[src/rtl/fetch_pkg.sv]
`default_nettype none
// ============================================================================
// Module      : fetch_pkg
// Description : Shared types and constants for the instruction fetch unit.
// Revision    : 1.0 - initial release
// ============================================================================
package fetch_pkg;

    typedef enum logic [0:0] {
        FETCH = 1'b0,
        DRAIN = 1'b1
    } fetch_state_e;

    typedef struct packed {
        logic [63:0] pc;
        logic [31:0] instr;
    } fetch_entry_t;

    localparam logic [31:0] BUBBLE_INSTR     = 32'h0;
    localparam logic [63:0] DEFAULT_RESET_PC = 64'h0;

    function automatic logic [63:0] align_pc(input logic [63:0] addr);
        return {addr[63:2], 2'b00};
    endfunction

endpackage
`default_nettype wire

[src/rtl/fetch_queue.sv]
`default_nettype none
// ============================================================================
// Module      : fetch_queue
// Description : Small circular FIFO of fetched {pc, instr} entries.
// Revision    : 1.0 - initial release
// ============================================================================
module fetch_queue
    import fetch_pkg::*;
#(
    parameter int DEPTH = 2,
    parameter int CW    = $clog2(DEPTH + 1)
) (
    input  logic         clk,
    input  logic         reset,
    input  logic         push,
    input  fetch_entry_t push_data,
    input  logic         pop,
    input  logic         clear,
    output logic [CW-1:0] count,
    output fetch_entry_t head
);

    localparam int PW = (DEPTH > 1) ? $clog2(DEPTH) : 1;

    fetch_entry_t    r_mem [DEPTH];
    logic [PW-1:0]   r_rd_ptr;
    logic [PW-1:0]   r_wr_ptr;
    logic [CW-1:0]   r_count;

    // Explicit wrap so non-power-of-two depths work.
    function automatic logic [PW-1:0] next_ptr(input logic [PW-1:0] p);
        return (p == PW'(DEPTH - 1)) ? '0 : p + PW'(1);
    endfunction

    always_ff @(posedge clk or negedge reset) begin
        if (!reset) begin
            r_rd_ptr <= '0;
            r_wr_ptr <= '0;
            r_count  <= '0;
        end else if (clear) begin
            r_rd_ptr <= '0;
            r_wr_ptr <= '0;
            r_count  <= '0;
        end else begin
            if (push) r_wr_ptr <= next_ptr(r_wr_ptr);
            if (pop)  r_rd_ptr <= next_ptr(r_rd_ptr);
            r_count <= r_count + CW'(push) - CW'(pop);
        end
    end

    always_ff @(posedge clk) begin
        if (push && !clear) r_mem[r_wr_ptr] <= push_data;
    end

    assign count = r_count;
    assign head  = r_mem[r_rd_ptr];

endmodule
`default_nettype wire

[src/rtl/fetch_unit.sv]
`default_nettype none
// ============================================================================
// Module      : fetch_unit
// Description : In-order instruction fetch with bounded queue and flush drain.
// Revision    : 1.0 - initial release
// ============================================================================
module fetch_unit
    import fetch_pkg::*;
#(
    parameter logic [63:0] RESET_PC = DEFAULT_RESET_PC,
    parameter int          QDEPTH   = 2
) (
    input  logic        clk,
    input  logic        reset,
    input  logic        stall,
    input  logic        flush,
    input  logic [63:0] redirect_pc,
    output logic        imem_req,
    output logic [63:0] imem_addr,
    input  logic        imem_gnt,
    input  logic        imem_rvalid,
    input  logic [31:0] imem_rdata,
    output logic [31:0] Instruction,
    output logic [63:0] PC_Out,
    output logic        fetch_valid
);

    localparam int CW = $clog2(QDEPTH + 1);

    fetch_state_e  r_state;
    logic [63:0]   r_pc;
    logic [CW-1:0] r_inflight;
    logic [CW-1:0] r_drop_cnt;

    logic [CW-1:0] w_count;
    logic [CW:0]   w_outstanding;
    fetch_entry_t  w_head;
    fetch_entry_t  w_push_data;
    logic          w_accept;
    logic          w_push;
    logic          w_pop;
    logic          w_stale_rv;
    logic [CW-1:0] w_flush_drop;

    assign w_outstanding = {1'b0, r_inflight} + {1'b0, w_count};
    assign imem_req      = reset && (r_state == FETCH) && !flush
                           && (w_outstanding < (CW+1)'(QDEPTH));
    assign imem_addr     = r_pc;
    assign w_accept      = imem_req && imem_gnt;

    // Responses return in order, so the oldest outstanding request sits
    // inflight words behind the current pc.
    assign w_push            = imem_rvalid && (r_state == FETCH) && !flush && (r_inflight != '0);
    assign w_push_data.pc    = r_pc - (64'(r_inflight) << 2);
    assign w_push_data.instr = imem_rdata;

    assign fetch_valid = (w_count != '0);
    assign w_pop       = fetch_valid && !stall && !flush;
    assign Instruction = fetch_valid ? w_head.instr : BUBBLE_INSTR;
    assign PC_Out      = fetch_valid ? w_head.pc    : 64'h0;

    // A response arriving with the flush is already stale and is not waited for.
    assign w_stale_rv   = imem_rvalid && ((r_inflight != '0) || (r_drop_cnt != '0));
    assign w_flush_drop = r_inflight + r_drop_cnt + CW'(w_accept) - CW'(w_stale_rv);

    fetch_queue #(
        .DEPTH (QDEPTH)
    ) u_queue (
        .clk       (clk),
        .reset     (reset),
        .push      (w_push),
        .push_data (w_push_data),
        .pop       (w_pop),
        .clear     (flush),
        .count     (w_count),
        .head      (w_head)
    );

    always_ff @(posedge clk or negedge reset) begin
        if (!reset) begin
            r_state    <= FETCH;
            r_pc       <= RESET_PC;
            r_inflight <= '0;
            r_drop_cnt <= '0;
        end else if (flush) begin
            r_pc       <= align_pc(redirect_pc);
            r_inflight <= '0;
            r_drop_cnt <= w_flush_drop;
            r_state    <= (w_flush_drop != '0) ? DRAIN : FETCH;
        end else begin
            case (r_state)
                FETCH: begin
                    if (w_accept) r_pc <= r_pc + 64'd4;
                    r_inflight <= r_inflight + CW'(w_accept) - CW'(w_push);
                end
                DRAIN: begin
                    if (r_drop_cnt == '0) begin
                        r_state <= FETCH;
                    end else if (imem_rvalid) begin
                        r_drop_cnt <= r_drop_cnt - CW'(1);
                        if (r_drop_cnt == CW'(1)) r_state <= FETCH;
                    end
                end
                default: r_state <= FETCH;
            endcase
        end
    end

endmodule
`default_nettype wire

[config.mk]
export PLATFORM = sky130hd
export DESIGN_NAME = fetch_unit
export DESIGN_NICKNAME = d
export VERILOG_FILES = /design/src/rtl/fetch_pkg.sv /design/src/rtl/fetch_queue.sv /design/src/rtl/fetch_unit.sv
export SDC_FILE = /design/constraint.sdc
export NUM_CORES = 1
export LEC_CHECK = 0
export CORE_ASPECT_RATIO = 0.7
export CORE_MARGIN = 5
export CORE_UTILIZATION = 53
export CTS_BUF_LIST = sky130_fd_sc_hd__clkbuf_4 sky130_fd_sc_hd__clkbuf_8
export DETAILED_ROUTE_END_ITERATION = 7
export GPL_ROUTABILITY_DRIVEN = 0
export GPL_TIMING_DRIVEN = 1
export PLACE_DENSITY = 0.82
export SETUP_SLACK_MARGIN = 0.15
export SLEW_MARGIN = 5
export SYNTH_ARGS = -nofsm -noshare
export SYNTH_HDL_FRONTEND = slang
export SYNTH_SLANG_ARGS = --single-unit
[constraint.sdc]
create_clock -name clk -period 6.8 [get_ports clk]
set_clock_uncertainty 0.15 [all_clocks]
set_input_delay 0.68 -clock clk [delete_from_list [all_inputs] [get_ports clk]]
set_output_delay 0.68 -clock clk [all_outputs]
set_load 0.1 [all_outputs]
==> flow_summary.json, run 1 <==
{
  "status": "finished, final reports clean",
  "pwr-share-seq_pct": 47.5,
  "synth_edf_count": 188,
  "setup.worst_path.end_class": "output pin",
  "ctsHoldBuffers": 0,
  "ant_nets": 0,
  "drive_gt1_share_pct": 8.141,
  "leakage_nw": 5.675,
  "vias": 9857,
  "met2_usage_pct": 36.75,
  "crit_required_ps": 5970,
  "crit_type": "reg2out",
  "setup_viol_count_final": 0,
  "rrSetupSlack_ps": 2550,
  "pre_cts_slack_ps": 2375,
  "post-route-util_pct": 68.83,
  "final_cells": 1707,
  "synth_xor_area_share_pct": 6.169,
  "postSynthCellCount": 1128,
  "switching_power_mw": 1.268,
  "met3_usage_pct": 6.457,
  "netlist_area_um2": 12780,
  "first_global_vias": 9721,
  "r2r_end": "imem_addr[58]$_DFFE_PN0P_",
  "whs_ps": 148.2,
  "synth_common_cells": "edfxtp_1, nor2_1, mux2i_1, nand2_1, dfrtp_1",
  "peakVddDrop_mv": 0.1775,
  "grt-busiest-layer": "met2",
  "drtIter0Drc": 818,
  "synth_fa_ha_area_share_pct": 1.449,
  "yosysTopAreaCell": "edfxtp_1",
  "die_h_um": 139.9,
  "drc": 0,
  "ys_top_cells_by_area": "edfxtp_1, dfrtp_1, mux2i_1",
  "synth_top_flop_cell": "edfxtp_1",
  "reg2reg_from": "r_inflight[0]$_DFFE_PN0P_",
  "synth_top_area_share_pct": 44.18,
  "yosys_warnings": 0,
  "synthDistinctLibCells": 65,
  "ys_ff_latch": 259,
  "clock_latency_ps": 550,
  "dp_cells": 1632,
  "start_kind": "flip-flop",
  "routedWlPerCell_um": 20.54,
  "clock.fmax_mhz": 210.5,
  "period_share_pct": 69.86,
  "combPwrFrac_pct": 19.6,
  "max_cap_viol_count": 0,
  "die_width_um": 195.6,
  "cts_resized": 0,
  "grt_start_max_net_pins": 92,
  "layout.nets": 1472,
  "postCtsSetupBuffers": 0,
  "clock_sinks": 259,
  "met1_usage_pct": 36.45,
  "num_rows": 47,
  "grt_pass1_wl_mm": 54.39,
  "cts_buffers": 41,
  "vias_per_cell": 5.774,
  "slew-limit-headroom_pct": 20.60,
  "rsz0062_at_grt": "false",
  "synth_seq_area_share_pct": 58.08,
  "syn_to_final_growth_pct": 27.66,
  "drt_wl_total_mm": 35.06,
  "power.share.switching_pct": 32.03,
  "grt_overflow": 0,
  "antenna_found_initial": 1,
  "dieArea_um2": 27370,
  "slew_violations": 0,
  "worstMarginPinSlew_ps": 1187,
  "dpl_cell_area_um2": 15510,
  "async_flop_share_pct": 27.41,
  "portBuffers": 257,
  "power.density_nw_per_um2": 242.7,
  "path_clk_slew_ps": 70,
  "cts_tree": "done",
  "core-area_um2": 23700,
  "synth_top_family_by_area": "simple AND/OR/NAND/NOR gates",
  "fin_crit_ps": 4750,
  "muxShareOfSynthArea_pct": 8.049,
  "synth_compound_area_share_pct": 5.405,
  "ctsRootBufferMaster": "clkbuf_8",
  "reg2regPathDepth": 8,
  "hold_class": "in2async",
  "intPower_mw": 2.691,
  "p_total_mw": 3.960,
  "ios": 264,
  "crit_start": "u_queue.r_rd_ptr$_DFFE_PN0P_",
  "dp_hpwl_mm": 24.08,
  "tns_ps": 0,
  "grt_usage_pct": 24.81,
  "pwr-share-clk_pct": 33.0,
  "crit_arrival_ps": 3920,
  "cts_buffer_depth": 3,
  "h-tree-depth": 2,
  "yosysMostFrequentCell": "edfxtp_1",
  "yosys.area_share.simple_pct": 17.28,
  "worst_slack_ps": 2050,
  "syn_area_per_cell_um2": 11.33,
  "start_util_pct": 53.92,
  "cp_max_fo": 54,
  "stdcell_area_um2": 16310,
  "firstDrtPassIters": 7,
  "finalHoldViolCount": 0
}
## power by group through the flow
stage | Combinational [mW] | Sequential, mW | Clock (mW)
floorplan | 0.310 | 2.12 | 0
global placement | 0.758 | 1.90 | 0
detailed placement | 0.771 | 1.91 | 0
CTS | 0.775 | 1.88 | 1.33
global route | 0.817 | 1.89 | 1.41
finish | 0.775 | 1.88 | 1.30
## cell type report
cell class              instances  area (µm²)
fillers                      1749        7386
well taps                     318       397.9
repair buffers                269        2655
inverters                      27       101.3
multi-input cells             759        4933
diodes                          1       2.502
clock buffers                  58       691.9
flip-flops and latches        259        7426
clock inverters                16       105.1
## registers in the layout, summed over array words and instances, names as in the netlist
name,cells
u_queue.r_wr_ptr,1
u_queue.r_rd_ptr,1
imem_addr,62
u_queue.r_mem,188
u_queue.count,2
r_state,1
r_drop_cnt,2
r_inflight,2
## routing by layer
metal / routed length (µm) / share of wire [%]
met5: 20 / 0.057
met4: 932 / 2.7
met3: 3467 / 9.9
met2: 15460 / 44
met1: 15180 / 43
## worst max path at each step
stage | slack (ps) | endpoint
after floorplan | 1090 | u_queue.r_mem[0][0]$_DFFE_PP_
after global placement | 2420 | imem_addr[58]$_DFFE_PN0P_
after detailed placement | 2380 | imem_addr[58]$_DFFE_PN0P_
after CTS | 1980 | Instruction[21]
after global routing | 1860 | Instruction[21]
final | 2050 | Instruction[21]
## cells in the final DEF, fill, tap and decap left out, types with 4 or more instances in the layout
cell	instances
clkdlybuf4s50_1	255
edfxtp_1	188
nor2_1	139
nand2_1	96
mux2i_1	96
dfrtp_1	70
o21ai_0	48
xor2_1	47
xnor2_1	43
nand3_1	41
clkbuf_8	41
nor3_1	36
inv_1	26
nor4_1	23
nand4_1	22
clkbuf_4	17
and3_1	14
or3_1	13
a21oi_1	13
buf_4	13
or4_1	11
o211ai_1	11
ha_1	10
clkinv_1	9
a31oi_1	6
mux2_2	6
nand2b_1	5
nor3_2	5
and4_1	5
a41oi_1	5
a21o_1	5
conb_1	4
clkinv_2	4
## critical path, stage by stage, from the launching register on
cell             delay, ps
dfrtp_4               1070
buf_4                  740
mux2i_1                200
nor2_1                 130
clkdlybuf4s50_1       1180
## logic make-up (layout without fill, tap and decap cells)
| family | after synthesis | after routing |
|---|---|---|
| adder cells (fa/ha/maj) | 13 | 13 |
| AO/OA/AOI/OAI | 109 | 109 |
| multiplexers | 102 | 102 |
| buffers and inverters | 113 | 370 |
| other | 1 | 5 |
| flip-flops | 259 | 259 |
| XOR/XNOR | 90 | 90 |
| AND/OR/NAND/NOR | 441 | 441 |
Power figures use the tool's default switching activity.
==> run 2: changes to the inputs <==
- CORE_UTILIZATION: 53 -> 48
- PLACE_DENSITY: 0.82 -> 0.79
- clock period: 6.8 -> 4.3 ns (I/O delays scaled with it)
==> flow_summary.json, run 2 (same netlist as run 1, synthesis figures left out) <==
{
  "rsz0062_at_grt": "false",
  "grt_pass1_wl_mm": 55.77,
  "start_kind": "flip-flop",
  "path_clk_slew_ps": 60,
  "setup_viol_count_final": 0,
  "ios": 264,
  "h-tree-depth": 2,
  "dieArea_um2": 30040,
  "dp_hpwl_mm": 25.16,
  "reg2reg_from": "r_inflight[0]$_DFFE_PN0P_",
  "cts_buffers": 43,
  "ctsHoldBuffers": 0,
  "routedWlPerCell_um": 20.43,
  "cts_buffer_depth": 3,
  "final_common_cell": "edfxtp_1",
  "dp_cells": 1696,
  "wl_met2_mm": 15.96,
  "start_util_pct": 48.29,
  "dr_wl_met3_mm": 3.372,
  "drt-met1-wl_mm": 15.82,
  "finalHoldViolCount": 0,
  "status": "finished, final reports clean",
  "drive_gt1_share_pct": 14.51,
  "num_rows": 50,
  "slew_violations": 0,
  "clock_latency_ps": 550,
  "firstDrtPassIters": 5,
  "crit_arrival_ps": 3910,
  "fin_crit_ps": 3630,
  "crit_start": "r_inflight[0]$_DFFE_PN0P_",
  "core-area_um2": 26460,
  "vias_per_cell": 5.632,
  "cp_max_fo": 35,
  "crit_type": "reg2reg",
  "syn_to_final_growth_pct": 28.22,
  "final_cell_mix": "edfxtp_1, clkdlybuf4s50_1, nor2_1",
  "layout.nets": 1492,
  "postCtsSetupBuffers": 0,
  "ctsRootBufferMaster": "clkbuf_8",
  "grt_start_max_net_pins": 92,
  "setup.worst_path.end_class": "flip-flop",
  "clock.fmax_mhz": 275.5,
  "grt_usage_pct": 23.62,
  "grt_overflow": 0,
  "max_cap_viol_count": 0,
  "hold_class": "in2async",
  "power.density_nw_per_um2": 387.5,
  "worstMarginPinSlew_ps": 1237,
  "cp_num_buf_inv": 1,
  "crit_slowest_cell": "or3_1",
  "crit_chain": "and2_1 -> fa_1 -> nor4_1 -> nand3_1 -> buf_4 -> or3_1 -> nor4_1 -> xor2_1 -> mux2_2",
  "portBuffers": 257,
  "leakage_nw": 5.924,
  "largest_reg_flops": 188,
  "die_h_um": 146.5,
  "clock_sinks": 259,
  "cp_top_family": "simple AND/OR/NAND/NOR gates",
  "drc": 0,
  "crit_top_cell": "nor4_1",
  "vias": 9968,
  "drtIter0Drc": 811,
  "regMostFlops": "u_queue.r_mem",
  "peakVddDrop_mv": 0.2104,
  "cts_tree": "done",
  "insertedDiodeCount": 0,
  "critical_path.max_stage_delay_ps": 620,
  "cts_resized": 0,
  "slew-limit-headroom_pct": 17.23,
  "tns_ps": 0,
  "drt_wl_total_mm": 36.16,
  "first_global_vias": 9933,
  "die_width_um": 205.0,
  "period_share_pct": 84.41,
  "top_layer_used": "met5",
  "crit_required_ps": 4580,
  "final_cells": 1770,
  "ant_nets": 0,
  "antenna_found_initial": 1
}
## run 2: changes by cell type in the layout (fill, tap and decap cells not counted), sizes merged
cell and change:
buf +88, clkbuf +2, clkdlybuf4s50 -70, clkinv -3, clkinvlp +3, diode -1
inv -2
## run 2: area by class of cell
class                   count  area, µm²
flip-flops and latches    259       7426
well taps                 364      455.4
clock buffers              60      738.2
clock inverters            14      102.6
fillers                  2154      10080
repair buffers            287       2628
inverters                  27      101.3
multi-input cells         759       4933
## run 2: per-stage QoR
stage	hold WS [ps]	worst slack [ps]	utilization (%)	cell area [µm²]	total power, mW
after global routing	58.66	502.5	61.91	16380	6.598
after detailed placement	439.6	684.1	58.74	15540	4.246
after floorplan	-15.59	418.0	-	12790	3.844
after global placement	424.0	737.1	58.74	15540	4.217
final	4.607	670.3	61.91	16380	6.350
after CTS	4.546	662.7	61.91	16380	6.383
## run 2: routing by layer
metal | track usage [%] | vias to the layer above
li1 | - | 4566
met1 | 34.04 | 4849
met2 | 35.37 | 474
met3 | 6.150 | 77
met4 | 7.162 | 2
met5 | 0 | -
## run 2: worst paths after layout
check | cells past startpoint | end | slack (ps)
setup / recovery | 9 | imem_addr[63]$_DFFE_PN0P_ | 670
hold / removal | 2 | u_queue.count[0]$_DFF_PN0_ | 5
setup reg to reg | 9 | imem_addr[63]$_DFFE_PN0P_ | 670
hold reg to reg | 2 | imem_addr[59]$_DFFE_PN0P_ | 470
max in group asynchronous | 2 | u_queue.r_rd_ptr$_DFFE_PN0P_ | 3290
min in group clk | 3 | imem_addr[3]$_DFFE_PN0P_ | 290
## run 2: where the power goes
group | switching (mW) | leakage (nW) | internal (mW) | total (mW)
clock network | 0.975 | 0.434 | 1.17 | 2.14
logic | 0.867 | 2.93 | 0.369 | 1.24
registers | 0.183 | 2.56 | 2.79 | 2.97
## run 2: worst reg2reg max path, delay by kind of cell, from the launching register on
family	cells	cell delay [ps]
adders and majority gates	1	450
buffers and inverters	1	300
DFF	1	450
muxes	1	270
xor gates and xnor gates	1	110
and+or+nand+nor	5	1770
